--- config.mk ---
export PLATFORM = sky130hd
export DESIGN_NAME = wbs_decoder
export DESIGN_NICKNAME = d
export VERILOG_FILES = /design/src/rtl/wbs_decoder.sv
export SDC_FILE = /design/constraint.sdc
export NUM_CORES = 1
export LEC_CHECK = 0
export BUFFER_PORTS_ARGS = -buffer_cell sky130_fd_sc_hd__buf_4
export CORE_MARGIN = 2
export CORE_UTILIZATION = 34
export DETAILED_ROUTE_END_ITERATION = 8
export GPL_TIMING_DRIVEN = 0
export PLACE_DENSITY_LB_ADDON = 0.25
export SLEW_MARGIN = 0
export SYNTH_ARGS = -nofsm -noshare
export SYNTH_HDL_FRONTEND = slang
export SYNTH_SLANG_ARGS = --single-unit
--- constraint.sdc ---
create_clock -name wb_clk_i -period 2.6 [get_ports wb_clk_i]
set_input_delay 0.78 -clock wb_clk_i [delete_from_list [all_inputs] [get_ports wb_clk_i]]
set_output_delay 0.78 -clock wb_clk_i [all_outputs]
set_load 0.05 [all_outputs]
--- src/rtl/wbs_decoder.sv ---
// wbs_decoder: routes the single arbitrated Wishbone request stream to one of
// NUM_SLAVES slaves, selected by wbm_adr_i[SEL_LO +: SEL_BITS].
// The request is latched in IDLE. The selected slave's cyc/stb is held until
// that slave answers or TIMEOUT cycles elapse. One ack or err pulse is then
// returned to the master. Unmapped indices and hung slaves both return err,
// so the bus can never lock up.
//
// Ports:
//   wb_clk_i, wb_rst_i         clock, asynchronous active-low reset
//   wbm_*_i                    master request (cyc, stb, we, sel, adr, dat)
//   wbm_dat_o                  read data, captured on a slave ack
//   wbm_ack_o, wbm_err_o       one-cycle response pulses to the master
//   wbs_cyc_o, wbs_stb_o       one-hot slave strobes (identical)
//   wbs_we_o/sel_o/adr_o/dat_o latched request fields
//   wbs_dat_i                  packed slave read data, slave k at [16k +: 16]
//   wbs_ack_i, wbs_err_i       per-slave responses
//   timeout_o                  pulses together with wbm_err_o on a timeout
module wbs_decoder #(
  parameter int unsigned NUM_SLAVES = 4,
  parameter int unsigned SEL_LO     = 16,
  parameter int unsigned SEL_BITS   = 2,
  parameter int unsigned TIMEOUT    = 1023
) (
  input  logic                     wb_clk_i,
  input  logic                     wb_rst_i,
  input  logic                     wbm_cyc_i,
  input  logic                     wbm_stb_i,
  input  logic                     wbm_we_i,
  input  logic [1:0]               wbm_sel_i,
  input  logic [31:0]              wbm_adr_i,
  input  logic [15:0]              wbm_dat_i,
  output logic [15:0]              wbm_dat_o,
  output logic                     wbm_ack_o,
  output logic                     wbm_err_o,
  output logic [NUM_SLAVES-1:0]    wbs_cyc_o,
  output logic [NUM_SLAVES-1:0]    wbs_stb_o,
  output logic                     wbs_we_o,
  output logic [1:0]               wbs_sel_o,
  output logic [31:0]              wbs_adr_o,
  output logic [15:0]              wbs_dat_o,
  input  logic [16*NUM_SLAVES-1:0] wbs_dat_i,
  input  logic [NUM_SLAVES-1:0]    wbs_ack_i,
  input  logic [NUM_SLAVES-1:0]    wbs_err_i,
  output logic                     timeout_o
);

  typedef enum logic [1:0] {
    IDLE,
    ACCESS,
    RESP
  } state_t;

  state_t state_q, state_d;

  logic                  req;
  logic [SEL_BITS-1:0]   req_idx;
  logic                  req_mapped;
  logic [SEL_BITS-1:0]   idx_q;
  logic [NUM_SLAVES-1:0] sel_mask;
  logic [15:0]           slv_dat;
  logic                  slv_ack;
  logic                  slv_err;
  logic                  slv_resp;
  logic [15:0]           cnt_q;
  logic                  cnt_expired;
  logic                  err_q;
  logic                  to_q;

  assign req        = wbm_cyc_i & wbm_stb_i;
  assign req_idx    = wbm_adr_i[SEL_LO +: SEL_BITS];
  assign req_mapped = (32'(req_idx) < NUM_SLAVES);

  // One-hot decode of the latched index plus read-data mux. Responses from
  // slaves other than the selected one are masked off here.
  always_comb begin
    sel_mask = '0;
    slv_dat  = '0;
    for (int unsigned k = 0; k < NUM_SLAVES; k++) begin
      if (32'(idx_q) == k) begin
        sel_mask[k] = 1'b1;
        slv_dat     = wbs_dat_i[16*k +: 16];
      end
    end
  end

  assign slv_ack  = |(wbs_ack_i & sel_mask);
  assign slv_err  = |(wbs_err_i & sel_mask);
  assign slv_resp = slv_ack | slv_err;

  // The counter holds the number of strobe cycles already completed. Comparing
  // against TIMEOUT-1 fires in the cycle where the incremented count reaches
  // TIMEOUT, so the strobe is held for exactly TIMEOUT cycles.
  assign cnt_expired = (cnt_q == 16'(TIMEOUT - 1));

  // State register
  always_ff @(posedge wb_clk_i or negedge wb_rst_i) begin
    if (!wb_rst_i) begin
      state_q <= IDLE;
    end else begin
      state_q <= state_d;
    end
  end

  // Next-state logic
  always_comb begin
    state_d = state_q;
    case (state_q)
      IDLE:    if (req) state_d = req_mapped ? ACCESS : RESP;
      ACCESS:  if (slv_resp || cnt_expired) state_d = RESP;
      RESP:    state_d = IDLE;
      default: state_d = IDLE;
    endcase
  end

  // Outputs decoded from registered state only
  always_comb begin
    wbs_cyc_o = '0;
    wbm_ack_o = 1'b0;
    wbm_err_o = 1'b0;
    timeout_o = 1'b0;
    case (state_q)
      ACCESS: wbs_cyc_o = sel_mask;
      RESP: begin
        wbm_ack_o = ~err_q;
        wbm_err_o = err_q;
        timeout_o = to_q;
      end
      default: ;
    endcase
  end

  assign wbs_stb_o = wbs_cyc_o;

  // Request latch, response capture and timeout counter
  always_ff @(posedge wb_clk_i or negedge wb_rst_i) begin
    if (!wb_rst_i) begin
      wbs_we_o  <= 1'b0;
      wbs_sel_o <= '0;
      wbs_adr_o <= '0;
      wbs_dat_o <= '0;
      idx_q     <= '0;
      wbm_dat_o <= '0;
      err_q     <= 1'b0;
      to_q      <= 1'b0;
      cnt_q     <= '0;
    end else begin
      case (state_q)
        IDLE: begin
          cnt_q <= '0;
          if (req) begin
            wbs_we_o  <= wbm_we_i;
            wbs_sel_o <= wbm_sel_i;
            wbs_adr_o <= wbm_adr_i;
            wbs_dat_o <= wbm_dat_i;
            idx_q     <= req_idx;
            err_q     <= ~req_mapped;
            to_q      <= 1'b0;
          end
        end
        ACCESS: begin
          if (cnt_q != '1) begin
            cnt_q <= cnt_q + 16'd1;
          end
          if (slv_resp) begin
            // err wins when both arrive together; read data only on a clean ack
            err_q <= slv_err;
            if (!slv_err) begin
              wbm_dat_o <= slv_dat;
            end
          end else if (cnt_expired) begin
            err_q <= 1'b1;
            to_q  <= 1'b1;
          end
        end
        default: begin
          cnt_q <= '0;
        end
      endcase
    end
  end

endmodule

==> flow_metrics.py <==
metrics = {
    "logic_synthesis": {
        "synth_top_family_by_area": "multiplexers",
        "ys_top_cells_by_area": "dfrtp_1 53%, mux2_2 18%, mux4_2 9.8%",
        "synth_fa_ha_area_share_pct": 0.607,
        "ys_ff_latch": 87,
        "synthesis.nets": 427,
        "synth_cell_types": 43,
        "synth-xor-area-share_pct": 0,
        "synth-compound-area-share_pct": 5.92,
        "synth.area.mux_share_pct": 28.4,
        "synth.avg_cell_area_um2": 13.8,
        "yosysTopAreaCell": "dfrtp_1",
        "seq_area_frac_synth_pct": 52.8,
        "synth_area_um2": 4120,
        "yosysWarnings": 0,
        "synth.most_common_cell": "dfrtp_1",
        "synth-simple-area-share_pct": 8.74,
        "yosys_most_used_dff": "dfrtp_1",
        "async_reset_ff_share_pct": 100,
        "synthTopCellsByCount": "87 x dfrtp_1, 67 x mux2_2, 18 x mux4_2",
        "synth.top_cell.area_share_pct": 52.8,
        "synth-edff-count": 0,
        "synth_cells": 298,
    },
    "routing": {
        "num_vias": 3360,
        "drtIter0Drc": 200,
        "routed_wl_mm": 11.1,
        "final_antenna_net_count": 0,
        "vias_per_cell": 5.06,
        "wl_per_cell_um": 16.7,
        "drcViolationCount": 0,
        "first_pass_iters": 5,
    },
    "timing": {
        "finClkSkew_ns": 0.00548,
        "finalCritPeriodShare_pct": 98.8,
        "max_freq_ghz": 0.389,
        "period_minus_slack_ns": 2.57,
        "hold_ws_ns": 0.506,
        "fin_ws_ns": 0.0323,
        "tightest_slew_ns": 1.12,
        "relSlewSlack_pct": 25.5,
        "final_hold_viol_count": 0,
        "slew_violations": 0,
        "rsz0062_at_grt": "yes",
        "setup_viol": 0,
    },
    "cts": {
        "cts.reportedPaths.clkPinSlew_ns": 0.06,
        "clock-sinks": 87,
        "cts_tree": "built",
        "cts_buffers": 9,
        "cts_buffer_depth": 2,
        "clkLatencyLatePin_ns": 0.33,
        "ctsRootBufferMaster": "clkbuf_16",
        "htreeDepth": 3,
        "cts_hold_buf": 0,
    },
    "placement": {
        "post-place-ws_ns": -0.145,
        "place_hpwl_mm": 8.41,
        "io_buffers": 204,
        "gp_congestion": 0.838,
    },
    "setup_path": {
        "cpMaxStageDelayCell": "dfrtp_1",
        "r2r_start": "wbs_adr_o[16]",
        "critPathMaxFanout": 8,
        "crit_path_max_incr_delay_ns": 0.50,
        "cp-end-kind": "primary output",
        "critPathKind": "reg -> out",
        "cp.required_ns": 1.82,
        "worst-r2r-cell-count": 5,
        "path_cells": "nor2b_2 > and3_1 > buf_4 > buf_4",
        "start_kind": "flop",
        "crit_path_start": "state_q[0]",
        "critical_path_arrival_ns": 1.79,
        "crit_top_cell": "buf_4",
    },
    "power_and_ir_drop": {
        "p_comb_share_pct": 54.9,
        "vdd_drop_max_v": 0.000567,
        "p_sw_share_pct": 45.3,
        "p_seq_share_pct": 27.7,
        "intPower_uw": 4320,
        "p_clk_share_pct": 17.4,
        "p_leak_uw": 0.00286,
        "power_uw": 7900,
        "p_sw_uw": 3580,
        "power_density_nw_per_um2": 1270,
    },
    "min_path": {
        "holdCritPathClass": "reg -> reg",
        "holdPathStages": 1,
        "min_from": "wbm_dat_o[2]",
    },
    "layout": {
        "drive_above_1_share_pct": 64.0,
        "nFillCells": 1031,
        "diodes": 0,
        "fin_util_pct": 52.1,
        "syn_to_final_growth_pct": 50.5,
        "nets": 642,
    },
    "floorplan": {
        "dieHeight_um": 114,
        "initial_core_util_pct": 34.6,
        "ioPinCount": 205,
        "num_rows": 40,
        "core_area_um2": 11900,
        "die_x_um": 114,
        "die_area_um2": 13000,
    },
    "global_route": {
        "grt_pass1_wl_mm": 17.3,
        "grt-ovfl-total": 0,
        "grt_max_degree": 88,
        "antenna_found_initial": 0,
        "grt_pass1_vias": 3389,
        "track_usage_pct": 17.1,
    },
    "run_status": {
        "status": "completed",
    },
    "flow_run": {
        "cap_violations": 0,
    },
}
## worst paths after layout
kind	to	slack [ns]
max reg2reg	wbm_dat_o[6]	0.46
min reg2reg	wbm_dat_o[2]	0.51
min in group asynchronous	err_q	0.64
min	wbm_dat_o[2]	0.51
max in group asynchronous	wbs_adr_o[28]	1.21
max	wbs_stb_o[3]	0.03
## power groups by stage
stage,clock (µW),combinational [µW],sequential (µW)
detailed placement,0,4330,2220
CTS,1420,4360,2190
floorplan,0,1200,3970
global placement,0,4300,2190
global route,1480,4520,2270
finish,1370,4340,2190
## registers in the layout (all words and copies together), names as in the netlist
name	flops
cnt_q	16
err_q	1
state_q	2
to_q	1
wbm_dat_o	16
wbs_adr_o	32
wbs_dat_o	16
wbs_sel_o	2
wbs_we_o	1
## critical path, delay by kind of cell (launching register included)
kind / cells / cell delay, ns
buffers and inverters: 2 / 0.30
flip-flops: 1 / 0.50
AND/OR/NAND/NOR: 2 / 0.66
## logic make-up after synthesis
group / after synthesis
fa+ha+maj: 2
compound gates: 38
flops: 87
buf+inv: 25
mux: 86
simple gates: 60
## placed cells by master (no fill, tap or decap), types with 3 or more instances in the layout
master,instances
o31ai_1,4
mux2_2,67
a2111o_1,3
inv_1,4
or3_1,4
buf_2,7
and4_1,4
nor2_1,7
buf_6,3
nand2_1,10
or4_1,3
nand3_1,5
a21oi_1,14
buf_4,209
mux4_2,18
nand4_1,4
nor3_1,3
clkbuf_16,9
dfrtp_1,86
and3_1,4
o21ai_0,9
## area by class of cell
| type | count | area, µm² | share of cell area [%] |
|---|---|---|---|
| repair buffers | 204 | 1540 | 24.8 |
| clock buffers | 9 | 225 | 3.63 |
| flip-flops and latches | 87 | 2180 | 35.1 |
| inverters | 5 | 18.8 | 0.303 |
| well taps | 147 | 184 | 2.97 |
| plain buffers | 20 | 140 | 2.26 |
| clock inverters | 6 | 92.6 | 1.49 |
| multi-input cells | 186 | 1830 | 29.5 |
## routing by layer
layer	up-vias	global-route usage [%]	part of all wire (%)
met3	9	3.28	7.2
met2	132	30.7	53
met1	1659	20.2	39
met5	-	0	0
met4	0	6.34	1.1
li1	1560	-	-
## per-stage QoR
step	std cells	TNS, ns	cell area, µm²
2_1_floorplan	298	-0.408	4130
3_3_place_gp	649	-0.208	5850
3_5_place_dp	649	-0.172	5850
4_1_cts	664	-0.0409	6180
5_1_grt	664	-0.126	6200
6_report	664	0	6200
## what timing repair did
| action | in CTS | in global routing |
|---|---|---|
| setup buffers | 0 | 0 |
| pin swaps | 0 | 0 |
| setup endpoints to repair | 6 | 4 |
| endpoints found under the hold margin | 0 | 0 |
| gates resized for setup | 6 | 4 |
| cloned | 0 | 0 |
Power figures use the tool's default switching activity.
